==> config.mk <==
export PLATFORM = sky130hd
export DESIGN_NAME = core_reset_sequencer
export DESIGN_NICKNAME = d
export VERILOG_FILES = /design/src/rtl/reset_seq_pkg.sv /design/src/rtl/reset_seq_timer.sv /design/src/rtl/core_reset_sequencer.sv
export SDC_FILE = /design/constraint.sdc
export NUM_CORES = 1
export LEC_CHECK = 0
export ABC_AREA = 1
export BUFFER_PORTS_ARGS = -buffer_cell sky130_fd_sc_hd__buf_2
export CAP_MARGIN = 20
export CORE_MARGIN = 1.5
export CORE_UTILIZATION = 50
export CTS_CLUSTER_DIAMETER = 200
export DETAILED_ROUTE_END_ITERATION = 8
export PLACE_DENSITY = 0.75
export SYNTH_ARGS = -nofsm -noshare
export SYNTH_HDL_FRONTEND = slang
export SYNTH_SLANG_ARGS = --single-unit
==> constraint.sdc <==
create_clock -name clk_74a -period 2.2 [get_ports clk_74a]
set_input_delay 0.33 -clock clk_74a [delete_from_list [all_inputs] [get_ports clk_74a]]
set_output_delay 0.33 -clock clk_74a [all_outputs]
set_load 0.02 [all_outputs]
==> src/rtl/reset_seq_pkg.sv <==
// rtl/reset_seq_pkg.sv - shared state type, cause indices and widths for the core reset sequencer
package reset_seq_pkg;

   typedef enum logic [1:0] {
      IDLE   = 2'd0,
      ASSERT = 2'd1,
      SETTLE = 2'd2
   } seq_state_e;

   localparam int CAUSE_CMD  = 0;
   localparam int CAUSE_SVC  = 1;
   localparam int CAUSE_EXT  = 2;
   localparam int CAUSE_HOST = 3;

   localparam int RESET_COUNT_W = 8;

   function automatic int max_int(input int a, input int b);
      return (a > b) ? a : b;
   endfunction

endpackage

==> src/rtl/reset_seq_timer.sv <==
// rtl/reset_seq_timer.sv - loadable down-counter with zero flag, shared by hold and settle phases
module reset_seq_timer #(
   parameter int           W    = 13,
   parameter logic [W-1:0] INIT = '0
) (
   input  logic         clk,
   input  logic         rst_n,
   input  logic         load,
   input  logic [W-1:0] load_val,
   output logic         zero
);

   logic [W-1:0] count_q, count_d;

   // Load wins over counting; the counter parks at zero until reloaded.
   always_comb begin
      count_d = count_q;
      if (load) begin
         count_d = load_val;
      end else if (count_q != '0) begin
         count_d = count_q - 1'b1;
      end
   end

   always_ff @(posedge clk or negedge rst_n) begin
      if (!rst_n) begin
         count_q <= INIT;
      end else begin
         count_q <= count_d;
      end
   end

   assign zero = (count_q == '0);

endmodule

==> src/rtl/core_reset_sequencer.sv <==
// rtl/core_reset_sequencer.sv - merges reset requests into one held-then-settled core reset sequence
// Define RESET_SEQ_STATS_EN to add the saturating reset_count statistics register.
module core_reset_sequencer
   import reset_seq_pkg::*;
#(
   parameter int HOLD_CYCLES   = 8000,
   parameter int SETTLE_CYCLES = 256,
   parameter int NUM_REQ       = 4
) (
   input  logic                     clk_74a,
   input  logic                     reset_n,
   input  logic [NUM_REQ-1:0]       req,
   output logic                     core_reset_n,
   output logic                     busy,
   output logic                     done,
   output logic [NUM_REQ-1:0]       last_cause,
   output logic [RESET_COUNT_W-1:0] reset_count
);

   localparam int            MAX_CYCLES  = max_int(HOLD_CYCLES, SETTLE_CYCLES);
   localparam int            TW          = (MAX_CYCLES > 1) ? $clog2(MAX_CYCLES) : 1;
   localparam logic [TW-1:0] HOLD_LOAD   = TW'(HOLD_CYCLES - 1);
   localparam logic [TW-1:0] SETTLE_LOAD = TW'(SETTLE_CYCLES - 1);

   seq_state_e         state_q, state_d;
   logic               core_reset_n_q, core_reset_n_d;
   logic               busy_q, busy_d;
   logic               done_q, done_d;
   logic [NUM_REQ-1:0] last_cause_q, last_cause_d;
   logic [NUM_REQ-1:0] pending_q, pending_d;
   logic [NUM_REQ-1:0] settle_cause;
   logic               tmr_load;
   logic [TW-1:0]      tmr_val;
   logic               tmr_zero;

   reset_seq_timer #(
      .W    (TW),
      .INIT (HOLD_LOAD)
   ) u_timer (
      .clk      (clk_74a),
      .rst_n    (reset_n),
      .load     (tmr_load),
      .load_val (tmr_val),
      .zero     (tmr_zero)
   );

   always_comb begin
      state_d      = state_q;
      last_cause_d = last_cause_q;
      pending_d    = pending_q;
      done_d       = 1'b0;
      tmr_load     = 1'b0;
      tmr_val      = HOLD_LOAD;
      settle_cause = pending_q | req;
      case (state_q)
         IDLE: begin
            if (|req) begin
               state_d      = ASSERT;
               tmr_load     = 1'b1;
               last_cause_d = req;
            end
         end
         ASSERT: begin
            if (|req) begin
               tmr_load     = 1'b1;
               last_cause_d = last_cause_q | req;
            end else if (tmr_zero) begin
               state_d  = SETTLE;
               tmr_load = 1'b1;
               tmr_val  = SETTLE_LOAD;
            end
         end
         SETTLE: begin
            // A request on the expiry cycle itself still chains straight into a new hold.
            if (!tmr_zero) begin
               pending_d = settle_cause;
            end else if (|settle_cause) begin
               state_d      = ASSERT;
               tmr_load     = 1'b1;
               last_cause_d = settle_cause;
               pending_d    = '0;
            end else begin
               state_d = IDLE;
               done_d  = 1'b1;
            end
         end
         default: state_d = IDLE;
      endcase
      core_reset_n_d = (state_d != ASSERT);
      busy_d         = (state_d != IDLE);
   end

   always_ff @(posedge clk_74a or negedge reset_n) begin
      if (!reset_n) begin
         state_q        <= ASSERT;
         core_reset_n_q <= 1'b0;
         busy_q         <= 1'b1;
         done_q         <= 1'b0;
         last_cause_q   <= '0;
         pending_q      <= '0;
      end else begin
         state_q        <= state_d;
         core_reset_n_q <= core_reset_n_d;
         busy_q         <= busy_d;
         done_q         <= done_d;
         last_cause_q   <= last_cause_d;
         pending_q      <= pending_d;
      end
   end

`ifdef RESET_SEQ_STATS_EN
   logic [RESET_COUNT_W-1:0] reset_count_q, reset_count_d;

   always_comb begin
      reset_count_d = reset_count_q;
      if (state_q == ASSERT && state_d == SETTLE && reset_count_q != '1) begin
         reset_count_d = reset_count_q + 1'b1;
      end
   end

   always_ff @(posedge clk_74a or negedge reset_n) begin
      if (!reset_n) begin
         reset_count_q <= '0;
      end else begin
         reset_count_q <= reset_count_d;
      end
   end

   assign reset_count = reset_count_q;
`else
   assign reset_count = '0;
`endif

   assign core_reset_n = core_reset_n_q;
   assign busy         = busy_q;
   assign done         = done_q;
   assign last_cause   = last_cause_q;

endmodule

==> impl_metrics.env, run 1 <==
export IMPL_status="finished, violations left"
export IMPL_violations="negative hold slack"
export IMPL_initial_core_util=0.531
export IMPL_r2r_cells=8
export IMPL_grt_max_degree=27
export IMPL_portBuffers=12
export IMPL_reg2reg_from="state_q[0]$_DFF_PN1_"
export IMPL_yosys_area_top_type_share=0.207
export IMPL_cts_root_buf="clkbuf_4"
export IMPL_fillerInstances=313
export IMPL_cap_viol_max_count=0
export IMPL_whs_ps=-14.5
export IMPL_final_core_util=0.562
export IMPL_crit_start="state_q[0]$_DFF_PN1_"
export IMPL_hold_viol=13
export IMPL_synth_async_reset_ratio=1.00
export IMPL_critPathCaptureType="flip-flop"
export IMPL_cp_start_kind="flip-flop"
export IMPL_worst_pin_slew_ps=563
export IMPL_critPathMaxStageDelay_ps=580
export IMPL_track_usage=0.184
export IMPL_path_cells="inv_1, ha_1, inv_1, nor3_1, nor3_1, nand2_2, nand2_1, o21ai_0"
export IMPL_cp_data_required_time_ps=2410
export IMPL_nets=234
export IMPL_seq_area_frac_synth=0.405
export IMPL_cts_max_path_buffers=2
export IMPL_max_slew_margin=0.625
export IMPL_ctsHoldBuffers=0
export IMPL_power_density_nw_per_um2=932
export IMPL_wirelength_um=2940
export IMPL_cts_resized=0
export IMPL_row_count=20
export IMPL_dieArea_um2=3650
export IMPL_synth_area_leaders="dfstp_2 (21%), dfrtp_1 (20%), nand2_1 (10%)"
export IMPL_hold_class="in -> async"
export IMPL_clk_pin_slew_worst_paths_ps=130
export IMPL_antenna_found_initial=0
export IMPL_cts_sinks=26
export IMPL_syn_to_final_growth_pct=5.85
export IMPL_die_w_um=60.4
export IMPL_clk_latency_ps=320
export IMPL_ys_flop_type="dfstp_2"
export IMPL_via_per_inst=5.00
export IMPL_yosys_register_bits=26
export IMPL_synth_cell_type_count=26
export IMPL_fin_crit_ps=1810
export IMPL_drt_iter0_drc=32
export IMPL_fin_worst_skew_ps=3.47
export IMPL_syn_avg_cell_area_um2=7.96
export IMPL_critPathArrivalTime_ps=2020
export IMPL_drtPass1Iterations=4
export IMPL_yosys_area_top_type="dfstp_2"
export IMPL_r2r_end="last_cause[2]$_DFFE_PN0P_"
export IMPL_drc=0
export IMPL_period_share=0.821
export IMPL_fmax_mhz=553
export IMPL_die_h_um=60.4
export IMPL_critPathMaxFanout=8
export IMPL_cts_tree="yes"
export IMPL_hpwl_um=2200
export IMPL_synth_cells=207
export IMPL_gr_total_overflow=0
export IMPL_post_cts_buffers=0
export IMPL_numCtsBuffers=3
export IMPL_syn_cell_area_um2=1650
export IMPL_grt_pass1_wl_um=5060
export IMPL_drive_gt1_frac=0.213
export IMPL_antenna_cells=0
export IMPL_coreArea_um2=3100
export IMPL_finalSetupTns_ps=0
export IMPL_cp_endpoint="last_cause[2]$_DFFE_PN0P_"
export IMPL_grt_pass1_vias=1214
export IMPL_synth_warning_count=0
export IMPL_crit_type="reg -> reg"
export IMPL_gp_congestion=0.873
export IMPL_ios=21
export IMPL_rsz0062_at_grt="false"
export IMPL_setup_viol=0
export IMPL_htree_levels=1
export IMPL_total_leakage_power_nw=0.895
export IMPL_wl_per_cell_um=11.1
export IMPL_num_vias=1325
export IMPL_final_antenna_net_count=0
export IMPL_vdd_ir_drop_max_uv=502
export IMPL_rrSetupSlack_ps=390
export IMPL_drv_slew=0
export IMPL_synth_edf_count=0
export IMPL_yosysMostFrequentCell="nand2_1"
export IMPL_crit_slowest_cell="dfstp_2"
export IMPL_synth_commonest_cells="nand2_1 (45), inv_1 (26), o21ai_0 (23), nor2_1 (15), nand3_1 (14)"
## report_power, final
| group | internal (mW) | leakage, nW | switching [mW] |
|---|---|---|---|
| combinational | 0.240 | 0.578 | 0.462 |
| sequential | 0.646 | 0.302 | 0.0718 |
| clock | 0.0710 | 0.0150 | 0.136 |
## registers in the layout, summed over array words and instances, names as in the netlist
name,cells
u_timer.count_q,13
last_cause,4
pending_q,4
state_q,2
busy,1
core_reset_n,1
done,1
## cell families (layout without fill, tap and decap cells)
family,count (synthesis),in the layout,share of synthesized area
and+or+nand+nor,95,95,0.285
AOI/OAI and AO/OA,42,42,0.150
buffers and inverters,35,42,0.103
DFF,26,26,0.405
adders and majority gates,6,6,0.0456
xor gates and xnor gates,2,2,0.0106
other,1,8,0.00228
## worst max-delay path: cells and delay by family, from the launching register on
kind | cells | cell delay (ps)
DFF | 1 | 580
AOI/OAI and AO/OA | 1 | 80
and+or+nand+nor | 4 | 510
buffers and inverters | 2 | 260
adders and majority gates | 1 | 280
## routing by layer
layer / track usage / wire length, µm / vias up
met4: 0.0667 / 39 / 0
met3: 0.0235 / 100 / 5
met2: 0.323 / 1420 / 30
li1: - / - / 687
met1: 0.231 / 1380 / 603
met5: 0 / 0 / -
## placed cells by master (no fill, tap or decap), drive strengths merged
cell type,netlist,final
a21oi,13,13
buf,9,12
clkbuf,0,4
conb,1,8
dfrtp,13,13
dfstp,13,13
ha,6,6
inv,26,26
nand2,53,53
nand3,15,15
nand4,3,3
nor2,22,22
nor3,2,2
o211ai,4,4
o21ai,25,25
xor2,2,2
## worst min path at each step
stage                     startpoint                        endpoint
after detailed placement     reset_n                  done$_DFF_PN0_
after floorplan              reset_n          core_reset_n$_DFF_PN0_
after global routing         reset_n  u_timer.count_q[6]$_DFFE_PN0P_
final                        reset_n        pending_q[1]$_DFFE_PN0P_
after CTS                    reset_n  u_timer.count_q[6]$_DFFE_PN0P_
after global placement       reset_n  u_timer.count_q[6]$_DFFE_PN0P_
## area by class of cell
class	instances	area, µm²	area share
flip-flops and latches	26	667	0.382
clock buffers	4	26.3	0.0151
well taps	44	55.1	0.0316
repair buffers	12	60.1	0.0344
inverters	26	97.6	0.0560
multi-input cells	153	838	0.481
## metrics by stage
step / total power, mW / setup slack, ps / cells / area [µm²] / hold slack (ps)
2_1_floorplan: 1.29 / 533 / 214 / 1670 / 34.4
3_3_place_gp: 1.42 / 409 / 261 / 1720 / 358
3_5_place_dp: 1.43 / 410 / 261 / 1720 / 358
4_1_cts: 1.64 / 386 / 265 / 1740 / 0.847
5_1_grt: 1.77 / 201 / 265 / 1740 / 23.0
6_report: 1.63 / 393 / 265 / 1740 / -14.5
(Power assumes the default switching activity.)
==> run 2, diff against run 1 <==
- ABC_AREA: 1 -> 0
- PLACE_DENSITY: 0.75 -> 0.78
- clock period: 2.2 -> 1.66 ns (I/O delays scaled with it)
==> impl_metrics.env, run 2 <==
export IMPL_synth_edf_count=0
export IMPL_layout_common_cells="buf_4 (39), nor2_1 (18), a21oi_1 (13), dfstp_2 (13), dfrtp_1 (13)"
export IMPL_drive_gt1_frac=0.516
export IMPL_fmax_mhz=547
export IMPL_yosysMostFrequentCell="nor2_1"
export IMPL_cp_data_required_time_ps=1900
export IMPL_yosys_area_top_type_share=0.217
export IMPL_wl_per_cell_um=16.9
export IMPL_synth_area_leaders="dfstp_2 (22%), dfrtp_1 (21%), ha_1 (4.8%)"
export IMPL_regMostFlops="u_timer.count_q"
export IMPL_dieArea_um2=3500
export IMPL_r2r_end="core_reset_n$_DFF_PN0_"
export IMPL_syn_cell_area_um2=1580
export IMPL_num_vias=1510
export IMPL_hold_class="in -> reg"
export IMPL_setup_viol=20
export IMPL_final_common_cell="buf_4"
export IMPL_cap_viol_max_count=0
export IMPL_ys_flop_type="dfstp_2"
export IMPL_largest_register_ffs=13
export IMPL_power_frac_comb=0.526
export IMPL_nets=234
export IMPL_drc=0
export IMPL_die_w_um=59.1
export IMPL_grt_max_degree=27
export IMPL_antenna_found_initial=0
export IMPL_vdd_ir_drop_max_uv=951
export IMPL_htree_levels=1
export IMPL_die_h_um=59.1
export IMPL_synth_cells=166
export IMPL_initial_core_util=0.520
export IMPL_hpwl_um=2720
export IMPL_cts_tree="yes"
export IMPL_setup_slack_ps=-168
export IMPL_period_share=1.10
export IMPL_seq_area_frac_synth=0.423
export IMPL_grt_pass1_vias=1397
export IMPL_crit_type="reg -> reg"
export IMPL_rrSetupSlack_ps=-170
export IMPL_antenna_cells=0
export IMPL_synth_cell_type_count=46
export IMPL_violations="negative setup slack"
export IMPL_cts_root_buf="clkbuf_4"
export IMPL_final_core_util=0.748
export IMPL_r2r_cells=8
export IMPL_cp_endpoint="core_reset_n$_DFF_PN0_"
export IMPL_clk_latency_ps=330
export IMPL_syn_to_final_growth_pct=43.8
export IMPL_gr_total_overflow=0
export IMPL_row_count=20
export IMPL_reg2reg_from="state_q[0]$_DFF_PN1_"
export IMPL_power_switching_mw=1.07
export IMPL_critPathMaxFanout=4
export IMPL_max_slew_margin=0.606
export IMPL_track_usage=0.232
export IMPL_critPathArrivalTime_ps=2070
export IMPL_p_seq_frac=0.353
export IMPL_fin_worst_skew_ps=8.30
export IMPL_coreArea_um2=3030
export IMPL_crit_start="state_q[0]$_DFF_PN1_"
export IMPL_portBuffers=12
export IMPL_numCtsBuffers=3
export IMPL_via_per_inst=5.70
export IMPL_drtPass1Iterations=5
export IMPL_fin_crit_ps=1830
export IMPL_syn_avg_cell_area_um2=9.49
export IMPL_clk_pin_slew_worst_paths_ps=140
export IMPL_whs_ps=295
export IMPL_yosys_register_bits=26
export IMPL_final_antenna_net_count=0
export IMPL_clkPwrFrac=0.121
export IMPL_yosys_area_top_type="dfstp_2"
export IMPL_p_int_mw=1.61
export IMPL_power_density_nw_per_um2=1180
export IMPL_critPathCaptureType="flip-flop"
export IMPL_wirelength_um=4470
export IMPL_synth_async_reset_ratio=1.00
export IMPL_cts_max_path_buffers=2
export IMPL_fillerInstances=202
export IMPL_ios=21
export IMPL_synth_warning_count=0
export IMPL_cp_start_kind="flip-flop"
export IMPL_rsz0062_at_grt="true"
export IMPL_synth_commonest_cells="nor2_1 (20), a21oi_1 (13), dfrtp_1 (13), dfstp_2 (13), nand2_1 (13)"
export IMPL_status="finished, violations left"
export IMPL_drt_iter0_drc=98
export IMPL_grt_pass1_wl_um=6200
export IMPL_cts_sinks=26
export IMPL_hold_viol=0
export IMPL_gp_congestion=0.886
export IMPL_drv_slew=0
export IMPL_worst_pin_slew_ps=590
export IMPL_total_leakage_power_nw=1.00
export IMPL_switching_share=0.399
[run 2: cell types whose count changed after synthesis, moves of 6 or more]
cell,change
nand2_1,-32
inv_1,-21
o21ai_0,-19
nand3_1,-8
o21ai_1,+7
xor2_1,+6
[run 2: worst max-delay path: stages (launching register included)]
cell,delay (ps)
dfstp_2,630
inv_2,80
ha_4,170
buf_4,150
nand3_1,70
o21ai_1,110
a311oi_4,290
buf_4,190
nand2b_4,50
[run 2: how the worst min path moves through the flow]
stage | from | to | slack [ps] | depth (start not counted)
6_report | req[0] | pending_q[0]$_DFFE_PN0P_ | 300 | 4
5_1_grt | req[1] | pending_q[1]$_DFFE_PN0P_ | 320 | 4
4_1_cts | req[0] | pending_q[0]$_DFFE_PN0P_ | 300 | 4
3_5_place_dp | reset_n | pending_q[1]$_DFFE_PN0P_ | 270 | 1
3_3_place_gp | reset_n | pending_q[2]$_DFFE_PN0P_ | 260 | 1
2_1_floorplan | reset_n | core_reset_n$_DFF_PN0_ | -50 | 0
[run 2: power groups by stage]
| stage | Sequential (mW) | Combinational [mW] | Clock, mW |
|---|---|---|---|
| finish | 0.945 | 1.41 | 0.323 |
| global route | 0.961 | 1.50 | 0.358 |
| CTS | 0.927 | 1.16 | 0.326 |
| detailed placement | 0.937 | 1.10 | 0 |
| global placement | 0.930 | 1.06 | 0 |
| floorplan | 1.06 | 0.509 | 0 |
[run 2: cells by family (layout without fill, tap and decap cells)]
group / count (synthesis) / after routing / synth area share
other cells: 1 / 8 / 0.00238
fa+ha+maj: 6 / 6 / 0.0477
compound gates: 42 / 42 / 0.181
simple gates: 61 / 61 / 0.217
xor+xnor: 10 / 10 / 0.0556
flops: 26 / 26 / 0.423
buf+inv: 20 / 68 / 0.0731
[run 2: repair_timing]
| action | 4_1_cts | 5_1_grt |
|---|---|---|
| pin swaps | 9 | 14 |
| buffers inserted | 3 | 6 |
| hold buffers | 1 | 0 |
| gates resized for setup | 19 | 33 |
| setup endpoints to repair | 21 | 22 |
| endpoints found under the hold margin | 13 | 0 |
[run 2: stage by stage]
step	cells	area, µm²	power (mW)	setup slack, ps	TNS (ps)
floorplan	173	1600	1.56	-49.3	-57.7
global placement	251	1910	1.99	-59.0	-794
detailed placement	251	1910	2.03	-130	-1560
CTS	259	2060	2.41	-53.4	-331
global route	265	2270	2.82	-236	-2950
finish	265	2270	2.67	-168	-1110
[run 2: layout make-up]
type / count / area (µm²) / area share
Tap cell: 44 / 55.1 / 0.0243
Multi-Input combinational cell: 127 / 1050 / 0.463
Sequential cell: 26 / 667 / 0.294
Timing Repair Buffer: 57 / 428 / 0.189
Clock buffer: 4 / 36.3 / 0.0160
Inverter: 7 / 30.0 / 0.0133
[run 2: per-layer routing]
| layer | routed length [µm] | vias up | track usage | share of wire |
|---|---|---|---|---|
| li1 | - | 683 | - | - |
| met1 | 1740 | 752 | 0.264 | 0.39 |
| met2 | 2390 | 61 | 0.435 | 0.53 |
| met3 | 217 | 14 | 0.0328 | 0.049 |
| met4 | 123 | 0 | 0.0877 | 0.028 |
| met5 | 0 | - | 0 | 0 |
==> run 3, diff against run 2 <==
- PLACE_DENSITY: 0.78 -> 0.74
==> impl_metrics.env, run 3 (same netlist as run 2, synthesis figures left out) <==
export IMPL_clk_pin_slew_worst_paths_ps=120
export IMPL_critPathArrivalTime_ps=2040
export IMPL_gr_total_overflow=0
export IMPL_drtPass1Iterations=6
export IMPL_crit_type="reg -> reg"
export IMPL_dp_cells=254
export IMPL_total_leakage_power_nw=1.02
export IMPL_gp_congestion=0.987
export IMPL_stdcell_area_um2=2290
export IMPL_critPathCaptureType="flip-flop"
export IMPL_coreArea_um2=3030
export IMPL_dieArea_um2=3500
export IMPL_initial_core_util=0.520
export IMPL_numCtsBuffers=3
export IMPL_syn_to_final_growth_pct=45.4
export IMPL_fmax_mhz=553
export IMPL_wl_per_cell_um=16.7
export IMPL_drc=0
export IMPL_final_common_cell="buf_4"
export IMPL_drive_gt1_frac=0.556
export IMPL_max_slew_margin=0.629
export IMPL_final_antenna_net_count=0
export IMPL_setup_viol=21
export IMPL_status="finished, violations left"
export IMPL_placed_cell_area_um2=1920
export IMPL_worst_pin_slew_ps=556
export IMPL_hold_viol=0
export IMPL_ios=21
export IMPL_final_cells=267
export IMPL_cap_viol_max_count=0
export IMPL_track_usage=0.261
export IMPL_die_w_um=59.1
export IMPL_multiInputGateArea_um2=1080
export IMPL_fillerInstances=207
export IMPL_htree_levels=1
export IMPL_cts_tree="yes"
export IMPL_layout_common_cells="buf_4 (40), nor2_1 (14), a21oi_1 (13), dfstp_2 (13), dfrtp_1 (13)"
export IMPL_grt_pass1_wl_um=6840
export IMPL_cp_data_required_time_ps=1890
export IMPL_cp_start_kind="flip-flop"
export IMPL_hold_class="in -> reg"
export IMPL_num_vias=1495
export IMPL_ff_latch_area_um2=667
export IMPL_drt_iter0_drc=74
export IMPL_via_per_inst=5.60
export IMPL_die_h_um=59.1
export IMPL_setup_slack_ps=-149
export IMPL_cts_sinks=26
export IMPL_drv_slew=0
export IMPL_regMostFlops="u_timer.count_q"
export IMPL_rsz0062_at_grt="true"
export IMPL_hpwl_um=2790
export IMPL_antenna_found_initial=0
export IMPL_cts_root_buf="clkbuf_4"
export IMPL_critPathMaxFanout=2
export IMPL_power_density_nw_per_um2=1120
export IMPL_cts_max_path_buffers=2
export IMPL_vdd_ir_drop_max_uv=786
export IMPL_fin_crit_ps=1810
export IMPL_row_count=20
export IMPL_largest_register_ffs=13
export IMPL_violations="negative setup slack"
export IMPL_period_share=1.09
export IMPL_fin_worst_skew_ps=11.4
export IMPL_clk_latency_ps=320
export IMPL_nets=236
export IMPL_wirelength_um=4450
export IMPL_antenna_cells=0
export IMPL_portBuffers=12
export IMPL_grt_max_degree=27
export IMPL_grt_pass1_vias=1486
## run 3: cell count changes in the layout (fill, tap and decap cells not counted), moves of 3 or more
| cell | change |
|---|---|
| nor2_2 | +3 |
| ha_2 | +3 |
| nor2_1 | -4 |
| o2bb2ai_2 | +4 |
| o21ai_1 | -4 |
| o2bb2ai_1 | -4 |
## run 3: through the flow
step	power (mW)	setup TNS, ps	hold WS, ps	util	setup WS [ps]
after floorplan	1.56	-57.7	-46.6	-	-49.3
after global placement	1.95	-1120	263	0.633	-110
after detailed placement	1.99	-2220	271	0.633	-198
after CTS	2.42	-508	294	0.707	-51.4
after global routing	2.72	-3120	309	0.756	-204
final	2.56	-1990	311	0.756	-149
## run 3: cell type report
cell class                 instances  share of cell area
sequential                        26               0.291
inverter                           7              0.0120
multi-input combinational        127               0.470
clock buffer                       4              0.0115
tap                               44              0.0240
timing repair buffer              59               0.191
## run 3: worst paths after layout
| check | startpoint | end | slack [ps] | cells past startpoint |
|---|---|---|---|---|
| min reg2reg | last_cause[2]$_DFFE_PN0P_ | last_cause[2]$_DFFE_PN0P_ | 510 | 1 |
| max in group asynchronous | reset_n | u_timer.count_q[4]$_DFFE_PN1P_ | 840 | 2 |
| min in group asynchronous | reset_n | done$_DFF_PN0_ | 440 | 2 |
| max reg2reg | u_timer.count_q[5]$_DFFE_PN1P_ | u_timer.count_q[7]$_DFFE_PN0P_ | -150 | 5 |
| max | u_timer.count_q[5]$_DFFE_PN1P_ | u_timer.count_q[7]$_DFFE_PN0P_ | -150 | 5 |
| min | req[1] | pending_q[1]$_DFFE_PN0P_ | 310 | 4 |
## run 3: critical path, stage by stage, from the launching register on
cell      delay, ps
dfstp_2         400
or4_4           550
nor4_4          240
xor2_1          250
o311ai_1        150
o21ai_1         140
## run 3: metal layers
metal  routed length (µm)  part of all wire  GRT usage  vias up
met2                 2370              0.53      0.441       52
li1                     -                 -          -      688
met1                 1790              0.40      0.320      743
met5                    0                 0          0        -
met4                  111             0.025      0.127        0
met3                  179             0.040     0.0459       12
## run 3: what timing repair did
item / CTS / global route
endpoints found under the hold margin: 13 / 0
endpoints found under the setup margin: 21 / 26
hold buffers: 1 / 0
resized for setup: 38 / 26
pin swaps: 11 / 13
buffers inserted: 4 / 5
## run 3: where the power goes
group,switching [mW],total [mW],internal (mW),leakage (nW)
Combinational,0.761,1.35,0.584,0.701
Sequential,0.107,0.946,0.839,0.307
Clock,0.177,0.271,0.0939,0.0150
